`src/rtl/encoder_8_to_3_seq.sv`:
```
// encoder_8_to_3_seq: captures the index of the highest-priority set request
// bit, holds it with VALID until acknowledged, then waits for the request to
// drop before it re-arms. CNT counts acknowledged codes modulo 256.
// Optional feature macro: ENC_DEBOUNCE_EN. When defined, a capture needs
// DB_CYCLES consecutive edges sampling the same non-zero IN with G=1.
module encoder_8_to_3_seq #(
  parameter int unsigned DB_CYCLES = 4
) (
  input  logic       CLK,
  input  logic       RST,
  input  logic       G,
  input  logic [7:0] IN,
  output logic [2:0] OUT,
  output logic       VALID,
  input  logic       ACK,
  output logic [7:0] CNT
);

  typedef enum logic [1:0] {
    ST_IDLE    = 2'd0,
    ST_HOLD    = 2'd1,
    ST_RELEASE = 2'd2
  } state_t;

  state_t     state;
  logic       capture_c;
  logic [2:0] enc_c;

  // Elaboration guard on the debounce length
  if (DB_CYCLES < 2 || DB_CYCLES > 15) begin : g_bad_db_cycles
    $error("encoder_8_to_3_seq: DB_CYCLES must be in 2..15");
  end

  // Index of the highest set bit; bit 7 wins
  function automatic logic [2:0] hi_index(input logic [7:0] v);
    hi_index = 3'd0;
    for (int i = 0; i < 8; i++) begin
      if (v[i]) hi_index = 3'(i);
    end
  endfunction

  assign enc_c = hi_index(IN);

`ifdef ENC_DEBOUNCE_EN
  localparam logic [3:0] DB_LIMIT = 4'(DB_CYCLES);

  logic [7:0] db_sample;
  logic [3:0] db_count;
  logic [3:0] db_count_nxt_c;

  // Stability count: consecutive identical non-zero samples with G=1 while idle
  always_comb begin
    db_count_nxt_c = 4'd0;
    if (state == ST_IDLE && G && IN != 8'd0) begin
      if (db_count != 4'd0 && IN == db_sample) begin
        db_count_nxt_c = db_count + 4'd1;
      end else begin
        db_count_nxt_c = 4'd1;
      end
    end
    capture_c = (state == ST_IDLE) && (db_count_nxt_c == DB_LIMIT);
  end

  // Debounce sample register and stability counter
  always_ff @(posedge CLK) begin
    if (RST) begin
      db_sample <= 8'd0;
      db_count  <= 4'd0;
    end else begin
      db_sample <= IN;
      db_count  <= capture_c ? 4'd0 : db_count_nxt_c;
    end
  end
`else
  // Capture on any non-zero request sampled with G=1 while idle
  always_comb begin
    capture_c = (state == ST_IDLE) && G && (IN != 8'd0);
  end
`endif

  // Capture / hold / release sequencing with registered outputs
  always_ff @(posedge CLK) begin
    if (RST) begin
      state <= ST_IDLE;
      OUT   <= 3'd0;
      VALID <= 1'b0;
      CNT   <= 8'd0;
    end else begin
      case (state)
        ST_IDLE: begin
          if (capture_c) begin
            OUT   <= enc_c;
            VALID <= 1'b1;
            state <= ST_HOLD;
          end
        end
        ST_HOLD: begin
          if (ACK) begin
            VALID <= 1'b0;
            CNT   <= CNT + 8'd1;
            state <= ST_RELEASE;
          end
        end
        ST_RELEASE: begin
          if (!G || IN == 8'd0) begin
            state <= ST_IDLE;
          end
        end
        default: begin
          state <= ST_IDLE;
          VALID <= 1'b0;
        end
      endcase
    end
  end

endmodule
```
`config.mk`:
```
export PLATFORM = sky130hd
export DESIGN_NAME = encoder_8_to_3_seq
export DESIGN_NICKNAME = d
export VERILOG_FILES = /design/src/rtl/encoder_8_to_3_seq.sv
export SDC_FILE = /design/constraint.sdc
export NUM_CORES = 1
export LEC_CHECK = 0
export CORE_UTILIZATION = 42
export DETAILED_ROUTE_END_ITERATION = 12
export PLACE_DENSITY = 0.83
export SLEW_MARGIN = 20
export SYNTH_ARGS = -nofsm -noshare
export SYNTH_HDL_FRONTEND = slang
export SYNTH_SLANG_ARGS = --single-unit
```
`constraint.sdc`:
```
create_clock -name CLK -period 1.6 [get_ports CLK]
set_input_delay 0.24 -clock CLK [delete_from_list [all_inputs] [get_ports CLK]]
set_output_delay 0.24 -clock CLK [all_outputs]
set_load 0.01 [all_outputs]
```
======== Word-level counts from Yosys, hierarchy flattened ========
Index checks and enable logic that the tools add are counted.
storage, ports and cells
  flip-flop bits (word level) ............. 14
  input port bits ......................... 12
  output and inout port bits .............. 12
  word-level logic and storage cells ...... 36
operators by class
  add/sub/neg operators ................... 1
  equality and inequality tests ........... 5
  mux-type cells .......................... 14
  bitwise operators ....................... 1
  reductions and logical operators ........ 11
operators with widths
  cell                                                                    number
  3-bit two-way mux                                                       6
  8-bit by 1-bit adder with 8-bit output (second input constant)          1
  8-bit zero test                                                         1
  8-bit nonzero test                                                      1
  2-bit two-way mux                                                       3
  2-bit inequality test (second input constant)                           3
  2-bit one-hot mux with 3 select lines                                   1
  3-bit AND reduction                                                     2
  2-bit AND reduction                                                     2
  1-bit two-way mux                                                       3
  1-bit one-hot mux with 3 select lines                                   1
  2-bit by 1-bit equality test with 1-bit output (second input constant)  1
  2-bit equality test (second input constant)                             1
  1-bit logical AND                                                       2
  2-bit zero test                                                         1
  1-bit zero test                                                         1
  1-bit logical OR                                                        1
  1-bit NOT                                                               1

======== Logic depth before layout (Yosys ltp) ========
  word-level depth ........................ 7
  depth in mapped cells ................... 4

======== Worst setup path after synthesis ========
OpenSTA, ideal clock, no wires.
  path kind ............................... reg2reg
  start point ............................. register CNT[0]
  end point ............................... register CNT[6]
  setup time .............................. 71 ps
  arrival ................................. 1210 ps
  data required time ...................... 1529 ps
  setup slack ............................. 319 ps
  stages on the path, launching flop included .. 5
  period minus slack after synthesis ...... 1281 ps
  cell sequence ........................... dfxtp_1 > ha_1 > nand4b_1 > or3_1 > a21oi_1
between the ends
  cells in the longest elaborated chain, start to end .. 1
ends and longest elaborated chain
  what                                    line  text
  start: declaration                      16    output logic [7:0] CNT
  start signal: assignment                100   CNT <= CNT + 8'd1;
  8-bit by 1-bit adder with 8-bit output  100
Every way passes these cells.
A chain may end at the register's enable or synchronous reset.

======== Worst setup path in the final report ========
  start point ............................. register CNT[3]
  end point ............................... output port CNT[3]
No word-level cell between the ends.

==> summary.md <==
| Metric | Value |
|---|---|
| Top_reg_cell synth | `dfxtp_1` |
| WP data required | `1.36 ns` |
| Setup crit end kind | `primary output` |
| Core area | `1370 um^2` |
| Status | `completed` |
| Crit-path cells | `clkdlybuf4s50_1` |
| DRT Pass-1 Iters | `4` |
| Hpwl dp | `1050 um` |
| Rel. slew slack | `around two thirds` |
| Worst hold path type | `flip-flop to flip-flop` |
| Die X | `41.4 um` |
| TNS Setup | `0 ns` |
| Max Slew Vio Count | `0` |
| Max Clock Freq | `673 MHz` |
| WS Path Type | `flip-flop to primary output` |
| Seq cells post-synth | `14` |
| Final hold vios | `0` |
| Cell count after synthesis | `slightly above 70` |
| Placed cell areas | `slightly above 900 um^2` |
| DR iter-0 viols | `12` |
| Final worst slack | `~0.11 ns` |
| I/O pins | `24` |
| Clk_lat worst skew | `0.27 ns` |
| GRT Total Usage | `18.2%` |
| Sequential fraction of the synthesis area | `43.1%` |
| Largest net degree at the start of global routing | `15` |
| NumNets Final | `116` |
| Hold buffers post-CTS | `0` |
| Fin area | `956 um^2` |
| Routability cong. | `0.716` |
| Die H | `41.4 um` |
| EDFF count, synth | `0` |
| DR vias/cell | `5.31` |
| CTS Buffer Depth | `2` |
| Root buf cell | `clkbuf_4` |
| Static Leakage | `0.365 nW` |
| Clk sinks | `14` |
| RSZ-0062 raised after global routing | `no` |
| Share of cells above drive strength 1 | `12.9%` |
| Cell taking the most area after synthesis | `dfxtp_1` |
| Avg Inst Size Synth | `9.16 um^2` |
| Post-CTS setup buffer count | `0` |
| Slew @ Worst Pin | `about 0.52 ns` |
| H-Tree Depth | `1` |
| Vias | `roughly 620` |
| Dpl cells | `113` |
| Final Util | `a little over two thirds` |
| Crit share post-route | `92.9%` |
| Number of fill cells | `128` |
| Mapped cell area | `about 650 um^2` |
| Delay-heaviest family, CP | `buffers and inverters` |
| Worst stage delay on the critical path | `0.56 ns` |
| Final ANT Viol Nets | `0` |
| Syn Nets | `84` |
| Max-cap check violation count | `0` |
| GRT Residual Overflow | `0` |
| Fin cells | `116` |
| Pre-CTS WS | `-0.107 ns` |
| Unique cell type count in the Yosys netlist | `26` |
| Fraction of registers with async set/reset | `0%` |
| Input/output buffers | `23` |
| Die area | `1710 um^2` |
| VDD IR max | `0.577 mV` |
| Row count | `13` |
| Initial Util | `a little under half` |
| Post-Route WL | `roughly 1400 um` |
| Pwr per Cell Area | `719 nW/um^2` |
| ANT cells | `0` |
| CTS tree | `done` |
| Routed len/inst | `11.7 um` |
| WP data arrival | `1.25 ns` |
| Clk_skew | `0.00197 ns` |
| Share of the synthesized area in the top cell type | `between 40% and 50%` |
| Crit-path max FO | `5` |
| Area grow syn2layout | `46.9%` |
| Shortest period the worst path allows | `1.49 ns` |
| Clock Pin Slew Worst Setup and Hold Paths | `~0.070 ns` |
| Clock buffers created by TritonCTS | `3` |
| Setup crit start kind | `flip-flop` |
| Number of global-route vias before repair | `516` |
| CP bufs+invs | `1` |
| First-pass GRT wire length | `2010 um` |
| Top cells by area, synth | `dfxtp_1, xor2_1, nor2_1` |
| YS warnings | `0` |
| Antenna violations before repair | `0` |
| CTS resizes | `0` |
| Final setup vio count | `0` |
| Max stage delay cell, worst path | `clkdlybuf4s50_1` |
| DRC | `0` |
-- where the power goes --
| part | internal [mW] | switching [mW] |
|---|---|---|
| registers | 0.363 | 0.0134 |
| logic | 0.0727 | 0.0501 |
| clock network | 0.0870 | 0.101 |
| total | 0.523 | 0.164 |
-- through the flow --
stage | hold WS (ns) | total power, mW
5_1_grt | 0.533 | 0.717
3_5_place_dp | 0.476 | 0.506
4_1_cts | 0.497 | 0.693
2_1_floorplan | 0.308 | 0.434
6_report | 0.493 | 0.687
3_3_place_gp | 0.486 | 0.505
-- sequential cells by signal, summed over array words and instances (netlist names) --
name   cells
OUT        3
state      2
VALID      1
CNT        8
-- final timing paths --
check                        startpoint                   to  slack [ns]  cells past startpoint
setup / recovery    CNT[3]$_SDFFE_PP0P_               CNT[3]        0.11                      1
hold / removal      OUT[2]$_SDFFE_PP0P_  OUT[2]$_SDFFE_PP0P_        0.49                      2
setup reg to reg  state[0]$_SDFFE_PP0P_  OUT[1]$_SDFFE_PP0P_        0.22                      4
hold reg to reg     OUT[2]$_SDFFE_PP0P_  OUT[2]$_SDFFE_PP0P_        0.49                      2
-- synth_stat cells, drive strengths merged (2+ instances only) --
cell type	number
a21oi	8
dfxtp	14
inv	2
nand2	2
nand3	3
nand4	2
nor2	12
nor3	2
nor4	2
o21ai	4
xor2	6
-- area by class of cell --
cell class | count | area (um^2) | area share, %
well taps | 15 | 18.8 | 1.96
clock buffers | 3 | 22.5 | 2.36
inverters | 2 | 7.51 | 0.785
repair buffers | 28 | 268 | 28.0
multi-input cells | 54 | 359 | 37.6
flip-flops and latches | 14 | 280 | 29.3
-- worst reg2reg max path: stages, from the launching register on --
cell      delay, ns
dfxtp_1        0.37
or3b_4         0.44
a21oi_4        0.18
nor2_1         0.07
a311oi_2       0.24
-- kinds of logic (layout without fill, tap and decap cells) --
logic type	count (synthesis)	count (layout)	share of synthesized area [%]
compound gates	14	14	14.8
buf+inv	3	33	1.73
mux	1	1	1.54
xor+xnor	6	6	8.08
simple gates	32	32	28.8
fa+ha+maj	1	1	1.92
flops	14	14	43.1
-- layer usage --
layer  wire, um  vias to the layer above  GRT usage [%]
li1           -                      317              -
met1        577                      277           20.9
met2        697                       22           31.6
met3         80                        0           4.79
met4          0                        0           7.26
met5          0                        -              0
-- layout by cell type (no fill, tap or decap), drive strengths merged, types with 2 or more instances in the layout --
| cell | count |
|---|---|
| a21oi | 8 |
| buf | 5 |
| clkbuf | 3 |
| clkdlybuf4s50 | 23 |
| dfxtp | 14 |
| inv | 2 |
| nand2 | 2 |
| nand3 | 3 |
| nand4 | 2 |
| nor2 | 12 |
| nor3 | 2 |
| nor4 | 2 |
| o21ai | 4 |
| xor2 | 6 |
(Power assumes the default switching activity.)
